**config.mk**
```make
export PLATFORM = sky130hd
export DESIGN_NAME = down_counter_timer
export DESIGN_NICKNAME = d
export VERILOG_FILES = /design/src/rtl/down_counter_timer_pkg.sv /design/src/rtl/down_counter_timer_dec_bout.sv /design/src/rtl/down_counter_timer.sv
export SDC_FILE = /design/constraint.sdc
export NUM_CORES = 1
export LEC_CHECK = 0
export ABC_AREA = 1
export BUFFER_PORTS_ARGS = -buffer_cell sky130_fd_sc_hd__buf_2
export CAP_MARGIN = 20
export CORE_UTILIZATION = 44
export DETAILED_ROUTE_END_ITERATION = 10
export PLACE_DENSITY = 0.81
export SKIP_CTS_REPAIR_TIMING = 1
export SLEW_MARGIN = 25
export SYNTH_ARGS = -nofsm -noshare
export SYNTH_HDL_FRONTEND = slang
export SYNTH_HIERARCHICAL = 1
export SYNTH_SLANG_ARGS = --single-unit
```
**constraint.sdc**
```tcl
create_clock -name CLK -period 1.55 [get_ports CLK]
set_input_delay 0.2325 -clock CLK [delete_from_list [all_inputs] [get_ports CLK]]
set_output_delay 0.2325 -clock CLK [all_outputs]
set_load 0.01 [all_outputs]
```
**src/rtl/down_counter_timer_pkg.sv**
```systemverilog
// -----------------------------------------------------------------------------
// down_counter_timer_pkg
// Shared definitions for the loadable down-counter timer.
//   state_t        : 1-bit controller state (IDLE=0, RUN=1)
//   WIDTH_DEFAULT  : default counter/load width in bits
// -----------------------------------------------------------------------------
package down_counter_timer_pkg;

    typedef enum logic {
        IDLE = 1'b0,
        RUN  = 1'b1
    } state_t;

    localparam int WIDTH_DEFAULT = 4;

endpackage : down_counter_timer_pkg

```
**src/rtl/down_counter_timer_dec_bout.sv**
```systemverilog
// -----------------------------------------------------------------------------
// down_counter_timer_dec_bout
// WIDTH-bit subtract-one with borrow-out. This is the decrementing twin of
// the adder-with-carry-out: it uses the same carry chain with the constant
// operand fixed at 1.
// Ports:
//   I0   in  WIDTH  minuend
//   O    out WIDTH  I0 - 1 (modulo 2^WIDTH)
//   BOUT out 1      borrow out, high only when I0 == 0
// -----------------------------------------------------------------------------
module down_counter_timer_dec_bout #(
    parameter int WIDTH = 4
) (
    input  logic [WIDTH-1:0] I0,
    output logic [WIDTH-1:0] O,
    output logic             BOUT
);

    logic [WIDTH:0] diff;

    // The extra top bit captures the borrow out of the subtraction.
    assign diff = {1'b0, I0} - (WIDTH+1)'(1);
    assign O    = diff[WIDTH-1:0];
    assign BOUT = diff[WIDTH];

endmodule : down_counter_timer_dec_bout

```
**src/rtl/down_counter_timer.sv**
```systemverilog
// -----------------------------------------------------------------------------
// down_counter_timer
// Loadable down-counter timer. START captures I and the count then steps
// down by one on each CE cycle. A one-cycle DONE pulse marks the first
// cycle O shows zero. With AUTO_RELOAD=1 the captured value is reloaded on
// the next enabled cycle, which gives a periodic tick of N+1 enabled cycles.
// Ports:
//   CLK    in  1      clock, all state on rising edge
//   RESET  in  1      synchronous, active-high reset
//   I      in  WIDTH  load value, sampled on an accepted START
//   START  in  1      start request, accepted only in IDLE
//   STOP   in  1      abort request, effective only in RUN
//   CE     in  1      count enable in RUN
//   O      out WIDTH  current count (registered)
//   BUSY   out 1      high while running (registered)
//   DONE   out 1      terminal pulse (registered)
// -----------------------------------------------------------------------------
module down_counter_timer
    import down_counter_timer_pkg::*;
#(
    parameter int WIDTH       = WIDTH_DEFAULT,
    parameter bit AUTO_RELOAD = 1'b0
) (
    input  logic             CLK,
    input  logic             RESET,
    input  logic [WIDTH-1:0] I,
    input  logic             START,
    input  logic             STOP,
    input  logic             CE,
    output logic [WIDTH-1:0] O,
    output logic             BUSY,
    output logic             DONE
);

    state_t           state;
    state_t           state_next;
    logic [WIDTH-1:0] reload;
    logic [WIDTH-1:0] reload_next;
    logic [WIDTH-1:0] count_next;
    logic             done_next;
    logic [WIDTH-1:0] dec;
    logic             bout;

    down_counter_timer_dec_bout #(
        .WIDTH (WIDTH)
    ) u_dec (
        .I0   (O),
        .O    (dec),
        .BOUT (bout)
    );

    always_ff @(posedge CLK) begin
        if (RESET) begin
            state  <= IDLE;
            O      <= '0;
            reload <= '0;
            BUSY   <= 1'b0;
            DONE   <= 1'b0;
        end else begin
            state  <= state_next;
            O      <= count_next;
            reload <= reload_next;
            BUSY   <= (state_next == RUN);
            DONE   <= done_next;
        end
    end

    always_comb begin
        state_next  = state;
        count_next  = O;
        reload_next = reload;
        done_next   = 1'b0;

        case (state)
            IDLE: begin
                if (START) begin
                    if (I != '0) begin
                        count_next  = I;
                        reload_next = I;
                        state_next  = RUN;
                    end else begin
                        // A zero load completes immediately without running.
                        count_next = '0;
                        done_next  = 1'b1;
                    end
                end
            end

            RUN: begin
                if (STOP) begin
                    state_next = IDLE;
                end else if (CE) begin
                    if (bout) begin
                        // Count sits at zero: only reachable with auto-reload,
                        // where the zero cycle is followed by the reload.
                        count_next = reload;
                    end else begin
                        count_next = dec;
                        if (dec == '0) begin
                            done_next = 1'b1;
                            if (!AUTO_RELOAD) begin
                                state_next = IDLE;
                            end
                        end
                    end
                end
            end

            default: state_next = IDLE;
        endcase
    end

endmodule : down_counter_timer

```
==> impl_metrics.ini, run 1 <==
[outcome]
status = completed

[die]
rows = 12
fp.coreArea_mm2 = 0.001156
initial_core_util_pct = 49.35
ioPinCount = 15
die_y_um = 38.01
die_x_um = 38.01
fp.dieArea_mm2 = 0.001445

[route]
viasPerCell = 5.098
drt_iter0_markers = 26
antenna_left = 0
vias = 622
drc = 0
first_pass_iters = 4
wl_per_cell_um = 11.11
wirelength_um = 1355

[setup_path]
worst-r2r-cell-count = 8
cpPeakStageDelay_ps = 340
critPathLaunchType = flip-flop
worst_r2r_endpoint = state
crit_chain = inv_1 -> ha_1 -> nor3b_1 -> buf_4 -> nor2_1 -> nand4_1 -> nand2_1 -> a21oi_1
worstReg2RegStart = O[0]
crit_buf_inv = 2
critPathMaxFanout = 6
end_kind = flip-flop
crit_required_ps = 1720
cp.arrival_ps = 1610
crit_family = simple AND/OR/NAND/NOR gates
reg2reg_slack_ps = 100
crit_slowest_cell = dfxtp_1
worst-setup-path-type = reg2reg

[timing]
max_freq_mhz = 691.0
drv_slew = 0
relSlewSlack_pct = 87.31
hold_violations = 0
fin_crit_ps = 1447
setup_violations = 0
skew_ps = 8.947
finalCritPeriodShare_pct = 93.37
holdWs_ps = 208.2
tightest_slew_ps = 189.7

[global_route]
overflow = 0
antenna_found_initial = 0
first_global_vias = 491
gr-usage-all-layers_pct = 22.79
grt_pass1_wl_um = 2097
grt_max_degree = 9

[pwr]
pwr-share-comb_pct = 28.3
netSwitchingFraction_pct = 34.54
p_sw_w = 0.0002332
power.density_mw_per_mm2 = 968.7
clkPwrFrac_pct = 28.0
finalPower_w = 0.0006751
intPower_w = 0.0004419
seqPwrFrac_pct = 43.8
leakage_nw = 0.3726
ir_drop_mv = 0.4461

[clocking]
cts_made_buffers = 3
clk_root_buffer_cell = clkbuf_4
path_clk_slew_ps = 70
cts_buffer_depth = 2
worst_skew_pair.late_latency_ps = 280
cts_tree = built
htree_levels = 1
cts.sinks = 10

[place]
portBuffers = 14
place.gp.congestion = 0.7791
hpwl_um = 992.9

[flow_run]
cap_violations = 0

[layout]
nNetsFinal = 120
fin_util_pct = 60.28
final_common_cell = nand2_1
final_cell_mix = nand2_1, buf_2, inv_1
fillCellCount = 101
syn2layout_area_growth_pct = 22.15
drive_gt1_share_pct = 25.00
diodes = 0

[synth]
yosys_warnings = 6
synth_area_per_cell_um2 = 6.411
ys_ff_latch = 10
yosysTopAreaCell = dfxtp_1
synth_fp_nets = 99
synth_cell_types = 17
ys_seq_area_share_pct = 35.09
mappedNetlistArea_um2 = 570.5
synth.area.top_cells = dfxtp_1, nand2_1, a21oi_1
netlist.area_leader.share_pct = 35.09
synthCells = 89

[min_path]
hold_path_end = reload[1]
min_from = RESET
holdPathStages = 2
hold_path_class = in2reg
## logic make-up (layout without fill, tap and decap cells)
kind of cell	after synthesis	count (layout)	synth area share (%)
compound gates	14	14	12.28
xor+xnor	1	1	1.535
fa+ha+maj	1	1	2.193
buf+inv	14	33	9.210
flops	10	10	35.09
simple gates	49	49	39.69
## cell usage after synthesis
cell type / instances
a21oi_1: 9
dfxtp_1: 10
ha_1: 1
inv_1: 12
inv_2: 2
nand2_1: 26
nand2_2: 1
nand2_4: 2
nand3_1: 3
nand4_1: 2
nand4_2: 1
nor2_1: 11
nor2_2: 1
nor3_1: 1
nor3b_1: 1
o21ai_0: 5
xor2_1: 1
## worst max path at each step
| stage | from | end | cells after the start | slack, ps |
|---|---|---|---|---|
| 2_1_floorplan | O[0] | O[2] | 8 | 10 |
| 3_3_place_gp | O[1] | state | 8 | 170 |
| 3_5_place_dp | O[1] | state | 8 | 110 |
| 4_1_cts | O[1] | state | 8 | 100 |
| 5_1_grt | O[0] | O[1] | 9 | -8 |
| 6_report | O[0] | state | 8 | 100 |
## final cells by class
class	instances	area, µm²	share of cell area (%)
Clock buffer	3	22.52	3.232
Multi-Input combinational cell	65	317.8	45.60
Tap cell	14	17.52	2.513
Timing Repair Buffer	16	85.08	12.21
Inverter	14	52.55	7.540
Sequential cell	10	201.4	28.90
## worst reg2reg max path: stages, from the launching register on
cell and delay (ps):
dfxtp_1 340, inv_1 60, ha_1 220, nor3b_1 140, buf_4 150, nor2_1 170, nand4_1 110, nand2_1 80
a21oi_1 60
## power groups by stage
stage	logic (W)	clock network, W	registers [W]
floorplan	0.000117	0	0.000303
global placement	0.000181	0	0.000299
detailed placement	0.000187	0	0.000300
CTS	0.000188	0.000189	0.000294
global route	0.000213	0.000204	0.000299
finish	0.000191	0.000189	0.000295
## flip-flops by register name, indices dropped and copies added (netlist names)
register	count
state	1
DONE	1
reload	4
O	4
## per-layer routing
metal  vias to the layer above  GRT usage (%)  share of wire (%)
li1                        318              -                  -
met1                       270          26.79                 42
met2                        29          32.33                 47
met3                         5          8.721                7.9
met4                         0          18.75                3.2
met5                         -              0                  0
## metrics by stage
stage               cells  cell area (µm²)  worst slack (ps)  TNS, ps
global route          122            696.9            -8.054   -8.054
global placement      119            673.1             172.3        0
detailed placement    119            673.1             114.3        0
floorplan              89            570.5             10.65        0
finish                122            696.9             102.8        0
CTS                   122            695.7             100.2        0
Power figures use the tool's default switching activity.
==> inputs of run 2 (changes only) <==
CORE_AREA = 2 2 39 41   (was default)
CORE_UTILIZATION = default   (was 44)
DIE_AREA = 0 0 41 43   (was default)
PLACE_DENSITY = 0.79   (was 0.81)
SYNTH_HIERARCHICAL = default   (was 1)
==> impl_metrics.ini, run 2 <==
[outcome]
status = completed

[clocking]
path_clk_slew_ps = 70
cts_made_buffers = 3
cts_buffer_depth = 2
cts.sinks = 10
cts_tree = built
clk_root_buffer_cell = clkbuf_4
htree_levels = 1
worst_skew_pair.late_latency_ps = 270

[setup_path]
cp.arrival_ps = 1450
critPathLaunchType = flip-flop
crit_required_ps = 1710
critPathMaxFanout = 5
worst-setup-path-type = reg2reg
end_kind = flip-flop

[synth]
synth_fp_nets = 97
synthCells = 86
synth_cell_types = 16
synth_top_family_by_area = simple AND/OR/NAND/NOR gates
mappedNetlistArea_um2 = 569.3
synthFlopType = dfxtp_1
synth_compound_area_share_pct = 18.68
ys_seq_area_share_pct = 35.16
synth.area.top_cells = dfxtp_1, nand2_1, a21oi_1
yosys.area_share.simple_pct = 33.85
yosys_warnings = 0
synthXorXnorAreaFrac_pct = 0
synthArstFlopShare_pct = 0
ys_ff_latch = 10
netlist.area_leader.share_pct = 35.16
synth_area_per_cell_um2 = 6.620
synthMuxAreaShare_pct = 0
synth_edf_count = 0
synth.most_common_cell = nand2_1
synthTopCellsByCount = nand2_1, a21oi_1, dfxtp_1, inv_1, nor2_1
yosysTopAreaCell = dfxtp_1
synth_fa_ha_area_share_pct = 4.396

[route]
drt_iter0_markers = 13
viasPerCell = 5.149
wl_per_cell_um = 11.69
wirelength_um = 1414
antenna_left = 0
drc = 0
vias = 623
first_pass_iters = 4

[timing]
finalCritPeriodShare_pct = 83.36
fin_crit_ps = 1292
drv_slew = 0
skew_ps = 2.495
relSlewSlack_pct = 86.67
hold_violations = 0
max_freq_mhz = 773.9
setup_violations = 0
tightest_slew_ps = 199.5
rsz0062_at_grt = no
setup-tns-final_ps = 0
holdWs_ps = 209.5

[die]
rows = 14
die_x_um = 41
ioPinCount = 15
fp.coreArea_mm2 = 0.001384
fp.dieArea_mm2 = 0.001763
die_y_um = 43
initial_core_util_pct = 41.14

[place]
place.gp.congestion = 0.8166
dp_cells = 117
portBuffers = 14
hpwl_um = 1119

[global_route]
gr-usage-all-layers_pct = 19.17
grt_max_degree = 8
overflow = 0
grt_pass1_wl_um = 2194
antenna_found_initial = 0
first_global_vias = 555

[layout]
nNetsFinal = 117
syn2layout_area_growth_pct = 23.52
top_regs = O: 4 flops, reload: 4 flops
register_area_um2 = 200.2
final_cell_mix = nand2_1, buf_2, a21oi_1
final_common_cell = nand2_1
multi_input_area_um2 = 324.1
fillCellCount = 146
instances_no_fill = 121
diodes = 0
drive_gt1_share_pct = 24.76

[pwr]
leakage_nw = 0.3478
ir_drop_mv = 0.8552
power.density_mw_per_mm2 = 1012

[min_path]
hold_path_class = in2reg

[flow_run]
cap_violations = 0
==> run 2: cell count changes in the layout (fill, tap and decap cells not counted), sizes merged, moves of 2 or more <==
cell / change
nand3: +2
nand2: -2
inv: -2
nor2: -3
o211ai: +2
a21oi: +3
==> run 2: critical path, stage by stage, from the launching register on <==
cell      delay (ps)
dfxtp_1          380
inv_1             90
ha_1             240
nand3_1          180
nand2_1           90
o211ai_1         110
a21oi_1           90
==> run 2: cell type report <==
class	instances	area share, %
repair buffers	15	11.03
well taps	16	2.847
clock buffers	4	5.160
inverters	12	6.406
multi-input cells	64	46.09
flip-flops and latches	10	28.47
==> run 2: where the power goes <==
| part | switching [W] | internal, W |
|---|---|---|
| clock | 0.0000992 | 0.000143 |
| sequential | 0.0000172 | 0.000277 |
| combinational | 0.000111 | 0.0000651 |
| total | 0.000227 | 0.000485 |
==> run 2: path summary, 6_finish.rpt <==
kind              slack [ps]  cells past startpoint      start   endpoint
setup / recovery         260                      6       O[0]       O[1]
hold / removal           210                      2      RESET      state
setup reg to reg         260                      6       O[0]       O[1]
hold reg to reg          470                      2  reload[0]  reload[0]
==> run 2: per-stage QoR <==
stage	cell area (µm²)	util (%)	power [W]	worst slack, ps
global route	703.2	50.81	0.0007507	145.5
CTS	703.2	50.81	0.0007152	277.7
global placement	666.9	48.19	0.0004693	342.0
finish	703.2	50.81	0.0007118	257.9
floorplan	569.3	-	0.0004132	329.3
detailed placement	666.9	48.19	0.0004730	289.6
==> run 2: cell families (layout without fill, tap and decap cells) <==
family	Yosys count	count (layout)
AOI/OAI and AO/OA	19	19
adders and majority gates	2	2
buffers and inverters	12	31
DFF	10	10
and+or+nand+nor	43	43
==> run 2: layer usage <==
layer / track usage (%) / vias up / routed length (µm)
met1: 21.24 / 284 / 561
met3: 4.712 / 4 / 75
met2: 30.63 / 18 / 735
met4: 12.00 / 0 / 42
met5: 0 / - / 0
li1: - / 317 / -
==> inputs of run 3 (changes only) <==
PLACE_DENSITY = 0.77   (was 0.79)
clock period = 1.31 ns   (was 1.55 ns; I/O delays follow)
==> impl_metrics.ini, run 3 (synthesis gave the netlist of run 2 again) <==
[setup_path]
crit_required_ps = 1510
end_kind = flip-flop
crit_buf_inv = 2
crit_slowest_cell = dfxtp_1
worst_r2r_endpoint = DONE
crit_start = O[0]
crit_end = DONE
worst-r2r-cell-count = 8
crit_chain = inv_1 -> ha_2 -> inv_1 -> nand2_1 -> nand2_1 -> nor2_2 -> nand3_1 -> a21oi_1
path_depth = 8
critPathMaxFanout = 4
cpPeakStageDelay_ps = 320
worst-setup-path-type = reg2reg
critPathLaunchType = flip-flop
reg2reg_slack_ps = 100
worstReg2RegStart = O[0]
crit_family = simple AND/OR/NAND/NOR gates
cp.arrival_ps = 1400

[clocking]
cts.sinks = 10
path_clk_slew_ps = 60
worst_skew_pair.late_latency_ps = 260
cts_tree = built
cts_buffer_depth = 2
cts_made_buffers = 3
clk_root_buffer_cell = clkbuf_4
htree_levels = 1

[timing]
skew_ps = 2.449
rsz0062_at_grt = no
tightest_slew_ps = 190.6
hold_violations = 0
fin_crit_ps = 1207
setup-tns-final_ps = 0
max_freq_mhz = 828.3
relSlewSlack_pct = 87.26
setup_violations = 0
finalCritPeriodShare_pct = 92.16
drv_slew = 0

[pwr]
leakage_nw = 0.3516
ir_drop_mv = 0.6784
power.density_mw_per_mm2 = 1166
finalPower_w = 0.0008348

[global_route]
overflow = 0
grt_util_met2_pct = 28.13
gr-usage-all-layers_pct = 18.04
grt_pass1_wl_um = 2097
antenna_found_initial = 0
grt.met1_usage_pct = 22.15
met3_usage_pct = 1.571
busiest_layer = met2
grt_max_degree = 8
first_global_vias = 527

[route]
viasPerCell = 5.098
vias = 622
antenna_left = 0
drt_iter0_markers = 15
wirelength_um = 1346
first_pass_iters = 5
wl_per_cell_um = 11.03
drc = 0

[flow_run]
cap_violations = 0

[place]
hpwl_um = 1029
portBuffers = 14
place.gp.congestion = 0.8521

[die]
rows = 14
die_x_um = 41
initial_core_util_pct = 41.14
die_y_um = 43
fp.coreArea_mm2 = 0.001384
fp.dieArea_mm2 = 0.001763
ioPinCount = 15

[layout]
nNetsFinal = 118
diodes = 0
syn2layout_area_growth_pct = 25.71
register_area_um2 = 200.2
multi_input_area_um2 = 329.1
fillCellCount = 142
final_cell_mix = nand2_1, buf_2, a21oi_1
final_common_cell = nand2_1
top_regs = O: 4 flops, reload: 4 flops
drive_gt1_share_pct = 27.36

[min_path]
hold_path_class = in2reg
holdPathStages = 2

[outcome]
status = completed
## run 3: changes by cell type in the layout (fill, tap and decap cells not counted)
| cell | delta |
|---|---|
| buf_4 | +1 |
| ha_1 | -1 |
| ha_2 | +1 |
| nor2_1 | -1 |
| nor2_2 | +1 |
## run 3: final cells by class
type | instances | area share (%)
Clock buffer | 4 | 5.070
Sequential cell | 10 | 27.97
Tap cell | 16 | 2.797
Inverter | 12 | 6.294
Timing Repair Buffer | 16 | 11.89
Multi-Input combinational cell | 64 | 45.98
## run 3: metrics by stage
stage	area (µm²)	utilization [%]	hold WS, ps	instances	setup WS [ps]
CTS	710.7	51.36	173.1	122	83.79
global route	715.7	51.72	190.9	122	0.2298
detailed placement	674.4	48.73	460.0	118	101.5
floorplan	569.3	-	265.6	86	89.31
finish	715.7	51.72	183.0	122	102.7
global placement	674.4	48.73	453.5	118	119.3
## run 3: worst min-delay path by stage
stage                      endpoint       from
final                     reload[0]      RESET
after CTS                 reload[1]      RESET
after global routing      reload[3]      RESET
after detailed placement  reload[1]      RESET
after floorplan                DONE      RESET
after global placement    reload[3]  reload[3]
## run 3: layer usage
| layer | vias to the layer above | share of wire, % |
|---|---|---|
| li1 | 323 | - |
| met1 | 269 | 46 |
| met2 | 25 | 45 |
| met3 | 5 | 6.0 |
| met4 | 0 | 2.8 |
| met5 | - | 0 |
## run 3: worst reg2reg max path, stage by stage (launching register included)
cell	delay [ps]
dfxtp_1	320
inv_1	100
ha_2	210
inv_1	40
nand2_1	70
nand2_1	80
nor2_2	110
nand3_1	90
a21oi_1	130
## run 3: power by group
group	total (W)	switching [W]	internal, W	leakage (nW)
clock	0.000274	0.000105	0.000169	0.0210
combinational	0.000214	0.000132	0.0000823	0.248
sequential	0.000346	0.0000192	0.000327	0.0825
